==> src/rtl/uart_mmio_fifo.sv <==
// Memory-mapped UART front end: RX/TX byte FIFOs, sticky overflow flags,
// occupancy counts and a registered level interrupt behind a 4-word window.

module uart_mmio_fifo_buf #(
    parameter int DEPTH = 8,
    parameter int CW    = $clog2(DEPTH) + 1
) (
    input  logic          clk,
    input  logic          rst_n,
    input  logic          push,
    input  logic          pop,
    input  logic [7:0]    wdata,
    output logic [7:0]    rdata,
    output logic [CW-1:0] count,
    output logic          full,
    output logic          empty
);
    localparam int AW = $clog2(DEPTH);

    logic [AW-1:0] wr_ptr;
    logic [AW-1:0] rd_ptr;
    logic [7:0]    mem [DEPTH];
    logic          push_ok;
    logic          pop_ok;

    assign empty   = (count == '0);
    assign full    = (count == CW'(DEPTH));
    assign pop_ok  = pop && !empty;
    // A full FIFO still accepts a push when the head leaves in the same cycle.
    assign push_ok = push && (!full || pop_ok);
    assign rdata   = mem[rd_ptr];

    always_ff @(posedge clk) begin
        if (push_ok) begin
            mem[wr_ptr] <= wdata;
        end
    end

    always_ff @(posedge clk or negedge rst_n) begin
        if (!rst_n) begin
            wr_ptr <= '0;
            rd_ptr <= '0;
            count  <= '0;
        end else begin
            if (push_ok) begin
                wr_ptr <= wr_ptr + 1'b1;
            end
            if (pop_ok) begin
                rd_ptr <= rd_ptr + 1'b1;
            end
            case ({push_ok, pop_ok})
                2'b10:   count <= count + 1'b1;
                2'b01:   count <= count - 1'b1;
                default: count <= count;
            endcase
        end
    end
endmodule

module uart_mmio_fifo #(
    parameter logic [31:0] BASE_ADDR = 32'h8000_0000,
    parameter int          RX_DEPTH  = 8,
    parameter int          TX_DEPTH  = 8
) (
    input  logic        clk,
    input  logic        rst_n,
    input  logic [31:0] addr,
    input  logic [31:0] din,
    input  logic [3:0]  wbe,
    input  logic        rd_en,
    output logic [31:0] dout,
    input  logic [7:0]  data_out,
    input  logic        data_out_valid,
    output logic        data_out_ready,
    output logic [7:0]  data_in,
    output logic        data_in_valid,
    input  logic        data_in_ready,
    output logic        irq
);
    localparam int RX_CW = $clog2(RX_DEPTH) + 1;
    localparam int TX_CW = $clog2(TX_DEPTH) + 1;

    localparam logic [31:0] A_STATUS = BASE_ADDR;
    localparam logic [31:0] A_RXDATA = BASE_ADDR + 32'h4;
    localparam logic [31:0] A_TXDATA = BASE_ADDR + 32'h8;
    localparam logic [31:0] A_CTRL   = BASE_ADDR + 32'hC;

    logic [7:0]       rx_head;
    logic [7:0]       tx_head;
    logic [RX_CW-1:0] rx_count;
    logic [TX_CW-1:0] tx_count;
    logic             rx_full, rx_empty;
    logic             tx_full, tx_empty;
    logic             rx_pop, tx_push, tx_pop;
    logic             ctrl_wr;
    logic             rx_ovf_set, tx_ovf_set;
    logic             rx_overflow, tx_overflow;
    logic             rx_irq_en, tx_irq_en;
    logic [31:0]      status;
    logic             unused_bits;

    assign unused_bits = ^{din[31:8], wbe[3:1]};

    assign rx_pop     = rd_en && (addr == A_RXDATA) && !rx_empty;
    assign tx_push    = wbe[0] && (addr == A_TXDATA);
    assign tx_pop     = data_in_valid && data_in_ready;
    assign ctrl_wr    = wbe[0] && (addr == A_CTRL);
    assign rx_ovf_set = data_out_valid && rx_full && !rx_pop;
    assign tx_ovf_set = tx_push && tx_full && !tx_pop;

    uart_mmio_fifo_buf #(.DEPTH(RX_DEPTH), .CW(RX_CW)) u_rx_fifo (
        .clk   (clk),
        .rst_n (rst_n),
        .push  (data_out_valid),
        .pop   (rx_pop),
        .wdata (data_out),
        .rdata (rx_head),
        .count (rx_count),
        .full  (rx_full),
        .empty (rx_empty)
    );

    uart_mmio_fifo_buf #(.DEPTH(TX_DEPTH), .CW(TX_CW)) u_tx_fifo (
        .clk   (clk),
        .rst_n (rst_n),
        .push  (tx_push),
        .pop   (tx_pop),
        .wdata (din[7:0]),
        .rdata (tx_head),
        .count (tx_count),
        .full  (tx_full),
        .empty (tx_empty)
    );

    assign data_out_ready = 1'b1;
    assign data_in_valid  = !tx_empty;
    assign data_in        = tx_empty ? 8'h00 : tx_head;

    // Overflow set beats a same-cycle software clear.
    always_ff @(posedge clk or negedge rst_n) begin
        if (!rst_n) begin
            rx_overflow <= 1'b0;
            tx_overflow <= 1'b0;
            rx_irq_en   <= 1'b0;
            tx_irq_en   <= 1'b0;
            irq         <= 1'b0;
        end else begin
            if (ctrl_wr) begin
                rx_irq_en <= din[0];
                tx_irq_en <= din[1];
            end
            if (rx_ovf_set) begin
                rx_overflow <= 1'b1;
            end else if (ctrl_wr && din[2]) begin
                rx_overflow <= 1'b0;
            end
            if (tx_ovf_set) begin
                tx_overflow <= 1'b1;
            end else if (ctrl_wr && din[3]) begin
                tx_overflow <= 1'b0;
            end
            irq <= (rx_irq_en && !rx_empty) || (tx_irq_en && tx_empty);
        end
    end

    assign status = {8'h00, 8'(tx_count), 8'(rx_count), 3'b000,
                     tx_overflow, tx_empty, rx_overflow, !rx_empty, !tx_full};

    always_comb begin
        dout = 32'h0;
        case (addr)
            A_STATUS: dout = status;
            A_RXDATA: dout = rx_empty ? 32'h0 : {24'h0, rx_head};
            A_CTRL:   dout = {30'h0, tx_irq_en, rx_irq_en};
            default:  dout = 32'h0;
        endcase
    end
endmodule

==> config.mk <==
export PLATFORM = sky130hd
export DESIGN_NAME = uart_mmio_fifo
export DESIGN_NICKNAME = d
export VERILOG_FILES = /design/src/rtl/uart_mmio_fifo.sv
export SDC_FILE = /design/constraint.sdc
export NUM_CORES = 1
export LEC_CHECK = 0
export CELL_PAD_IN_SITES_DETAIL_PLACEMENT = 1
export CELL_PAD_IN_SITES_GLOBAL_PLACEMENT = 1
export CORE_MARGIN = 2
export CORE_UTILIZATION = 40
export DETAILED_ROUTE_END_ITERATION = 8
export GPL_TIMING_DRIVEN = 1
export PLACE_DENSITY_LB_ADDON = 0.2
export RECOVER_POWER = 25
export REMOVE_ABC_BUFFERS = 1
export SLEW_MARGIN = 10
export SYNTH_ARGS = -nofsm -noshare
export SYNTH_HDL_FRONTEND = slang
export SYNTH_SLANG_ARGS = --single-unit
==> constraint.sdc <==
create_clock -name clk -period 8.8 [get_ports clk]
set_clock_uncertainty 0.2 [all_clocks]
set_input_delay 1.76 -clock clk [delete_from_list [all_inputs] [get_ports clk]]
set_output_delay 1.76 -clock clk [all_outputs]
set_load 0.01 [all_outputs]
# After elaboration in Yosys (flattened, before gate mapping)
# Memory sizes are Yosys's and may differ from the RTL's.
# Index checks and enable logic that the tools add are counted.
# word_totals
reg_bits	25
ram_bits	128
inputBits	81
mem_count	2
# classes
n_addsub	8
eq_ne	10
mux	13
n_reduce_logical	32
# memory_table
memory	depth	word_bits	read_ports	rd_clocked_by_memory_dff	wr	line	text
u_rx_fifo.mem	8	8	1	0	1	22	logic [7:0] mem [DEPTH];
u_tx_fifo.mem	8	8	1	0	1	22	
# op_table
operator	count
32-bit == test, second input constant	4
20-bit case mux with 3 select lines	1
1-bit logical AND	17
8-bit 2-to-1 mux	2
4-bit case mux with 2 select lines	2
3-bit by 1-bit adder with 3-bit output, second input constant	4
4-bit by 1-bit adder with 4-bit output, second input constant	2
4-bit == test, second input constant	2
4-bit zero test	2
1-bit 2-to-1 mux	8
2-bit nonzero test	4
4-bit by 1-bit subtractor with 4-bit output, second input constant	2
1-bit zero test	6
2-bit by 1-bit == test with 1-bit output, second input constant	2
2-bit == test, second input constant	2
1-bit logical OR	3

# Logic depth before layout (Yosys ltp)
# depth
ltp_word	8
depth_mapped	12

# Cells and area by module
# A second synthesis with hierarchy kept.
# unflattened
cells_unflattened	421
area_unflattened_um2	7056.8
# modules_own_cells
mod	n_inst	cells_per_inst	area_per_inst_um2
uart_mmio_fifo_buf	2	164	3155.5
uart_mmio_fifo	1	93	745.7

# Worst setup path before layout
# OpenSTA, ideal clock, no wires.
# synth_timing
kind	input to output
from	input port addr[15]
to	output port dout[10]
arrival_time_ps	2868
required_time_ps	6840
setup_slack_ps	3972
cell_stages	5
path_buffers	1
path_cell_list	nor4_2 > and4_1 > and3_1 > clkbuf_1 > and2_1
# synth_between
elab_chain_cells	2
word_cells_on_any_way	4
# synth_rtl
element	line	text
from (decl)	67	input logic [31:0] addr,
32-bit == test	171	case (addr)
20-bit case mux with 3 select lines (*)	171	
to (decl)	71	output logic [31:0] dout,
# Every way passes the cells marked *; elsewhere a longest branch is shown, timed or not.

# Final worst setup path
# layout_timing
from	input port addr[5]
to	output port dout[4]
# The elaborated chain is that of the path after synthesis.

==> impl_metrics.ini <==
[finish]
nets = 590
layout-drive-gt1-share_pct = 20.4
syn_to_final_growth_pct = 23.3
final_util_pct = 50.8
antenna_cells = 0
fillers = 1592

[critical_path]
arrival_ps = 4240
worstReg2RegStart = u_rx_fifo.count[0]$_DFFE_PN0P_
endpoint_kind = output pin
cp_max_fo = 7
setup.worst_path.start_class = primary input
reg2regPathDepth = 9
crit_type = primary input to output pin
cp-endpoint = dout[4]
cp-startpoint = addr[5]
rr_endpoint = u_rx_fifo.count[3]$_DFFE_PN0P_
reg2reg_slack_ps = 5190
critPathRequiredTime_ps = 6840

[floorplanning]
rows = 47
coreArea_um2 = 16700
io_pins = 124
fp.dieW_um = 135
die-height_um = 135
die_area_um2 = 18300
initial_utilization_pct = 41.2

[global_routing]
grt_start_max_net_pins = 26
grt_pass1_vias = 4133
grt_use_total_pct = 17.9
grt_pass1_wl_mm = 23.9
antenna_found_initial = 0
gr-total-overflow = 0

[timing]
timing.final.crit_share_pct = 70.4
totalNegativeSetupSlack_ps = 0
worst_slew_pin_slew_ps = 1490
rsz0062_at_grt = no
relSlewSlack_pct = 0.875
period_minus_slack_ps = 6200
final_hold_viol_count = 0
finalSetupViolations = 0
fmax_mhz = 161
fin_hold_ws_ps = 318
layout_setup_ws_ps = 2600
drv_slew = 0

[synth]
yosysUniqueCellTypes = 57
netlist_area_um2 = 6880
synthFlopType = edfxtp_1
seq_area_frac_synth_pct = 65.0
synthArstFlopShare_pct = 16.3
postSynthAreaPerCell_um2 = 16.7
ys_warn_count = 0
ys_ff_latch = 153
synthCells = 411
synth-edff-count = 128

[worst_hold_path]
hold_path.class = register to register

[clock_network]
cts_num_sinks = 153
path_clk_slew_ps = 70
htree_levels = 4
cts_max_path_buffers = 2
cts_buffers = 17
insertion_delay_ps = 410
postCtsResizedCells = 0
cts-root-buf = clkbuf_16
cts_tree = done
cts_hold_buf = 0
postCtsSetupBuffers = 0

[detailed_routing]
wirelength_mm = 15.1
post_drt_wl_per_cell_um = 20.6
firstDrtPassIters = 4
drt_iter0_drc = 193
drc = 0
antenna_left = 0
dr_total_vias = 3809
viasPerCell = 5.22

[flow_run]
cap_violations = 0

[status]
status = finished, final reports clean

[place]
numPortBuffers = 79
dp_slack_ps = 2550
gp_congestion = 0.749
dp_hpwl_mm = 10.3

[power]
power_density_nw_per_um2 = 252
p_leak_nw = 2.87
vdd_drop_max_uv = 145
==> how the worst min path moves through the flow <==
stage / start / to / slack, ps / cells past startpoint
floorplan: rx_overflow$_DFFE_PN0P_ / rx_overflow$_DFFE_PN0P_ / 270 / 1
global placement: rx_overflow$_DFFE_PN0P_ / rx_overflow$_DFFE_PN0P_ / 290 / 1
detailed placement: rx_overflow$_DFFE_PN0P_ / rx_overflow$_DFFE_PN0P_ / 300 / 1
CTS: rx_overflow$_DFFE_PN0P_ / rx_overflow$_DFFE_PN0P_ / 320 / 1
global route: rx_overflow$_DFFE_PN0P_ / rx_overflow$_DFFE_PN0P_ / 360 / 1
finish: rx_overflow$_DFFE_PN0P_ / rx_overflow$_DFFE_PN0P_ / 320 / 1
==> cell type report <==
type                       count  area, um2  area share, %
timing repair buffer          92        901           10.6
clock buffer                  18        429           5.06
clock inverter                14        140           1.65
inverter                      11       41.3          0.487
sequential                   153       4470           52.7
multi-input combinational    222       2220           26.2
tap                          220        275           3.25
==> state kept, by name, indices dropped and copies added, names as in the netlist <==
name / flops
irq: 1
rx_irq_en: 1
rx_overflow: 1
tx_irq_en: 1
tx_overflow: 1
u_rx_fifo.count: 4
u_rx_fifo.mem: 64
u_rx_fifo.rd_ptr: 3
u_rx_fifo.wr_ptr: 3
u_tx_fifo.count: 4
u_tx_fifo.mem: 64
u_tx_fifo.rd_ptr: 3
u_tx_fifo.wr_ptr: 3
==> per-stage QoR <==
step | area [um2] | cells | power [mW]
2_1_floorplan | 6690 | 386 | 1.25
3_3_place_gp | 7890 | 697 | 1.45
3_5_place_dp | 7890 | 697 | 1.47
4_1_cts | 8460 | 729 | 2.17
5_1_grt | 8480 | 730 | 2.25
6_report | 8480 | 730 | 2.14
==> synth_stat cells (all sizes together), types with 3 or more instances <==
cell type,number,area share (%)
xnor2,7,0.89
nor2,19,1.0
o21ai,3,0.22
mux2i,20,2.9
nand4,4,0.36
ha,10,1.8
nand2,11,0.60
o2bb2ai,3,0.38
inv,11,0.60
edfxtp,128,56
xor2,5,0.64
buf,31,3.0
clkbuf,9,0.49
a21oi,4,0.29
nand3,4,0.29
mux2,5,0.82
nor3,9,0.66
nand2b,5,0.45
dfrtp,25,9.1
and2,9,0.82
mux4,32,10
nor4b,5,1.1
nor4,16,2.4
==> cells in the final DEF (no fill, tap or decap), types with 10 or more instances in the layout <==
cell type	instances
edfxtp_1	128
mux2i_1	20
mux4_2	32
clkbuf_16	17
buf_4	10
inv_1	11
conb_1	17
nor2_1	19
nand2_1	11
clkdlybuf4s50_1	70
ha_1	10
dfrtp_1	24
==> power breakdown <==
part | switching [mW] | internal, mW | total (mW)
combinational | 0.197 | 0.265 | 0.462
sequential | 0.115 | 0.863 | 0.978
clock | 0.304 | 0.396 | 0.700
total | 0.616 | 1.52 | 2.14
==> layer usage <==
metal  GRT usage, %  part of all wire (%)
met1           23.5                    44
met2           29.6                    51
met3           3.68                   3.4
met4           6.60                   1.7
met5              0                     0
==> critical path: stages <==
cell	delay, ps
clkdlybuf4s50_1	410
nor4_2	310
and4_1	350
nand4_1	420
o2bb2ai_1	380
clkdlybuf4s50_1	590
==> cell families (layout without fill, tap and decap cells) <==
group | after synthesis | in the layout | synth area share, %
adders and majority gates | 12 | 12 | 2.40
DFF | 153 | 153 | 65.0
buffers and inverters | 51 | 135 | 4.06
and+or+nand+nor | 97 | 97 | 9.74
AOI/OAI and AO/OA | 27 | 27 | 2.95
muxes | 57 | 57 | 14.2
other | 2 | 17 | 0.109
xor gates and xnor gates | 12 | 12 | 1.53
No activity file was read; power rests on OpenSTA's default activity.
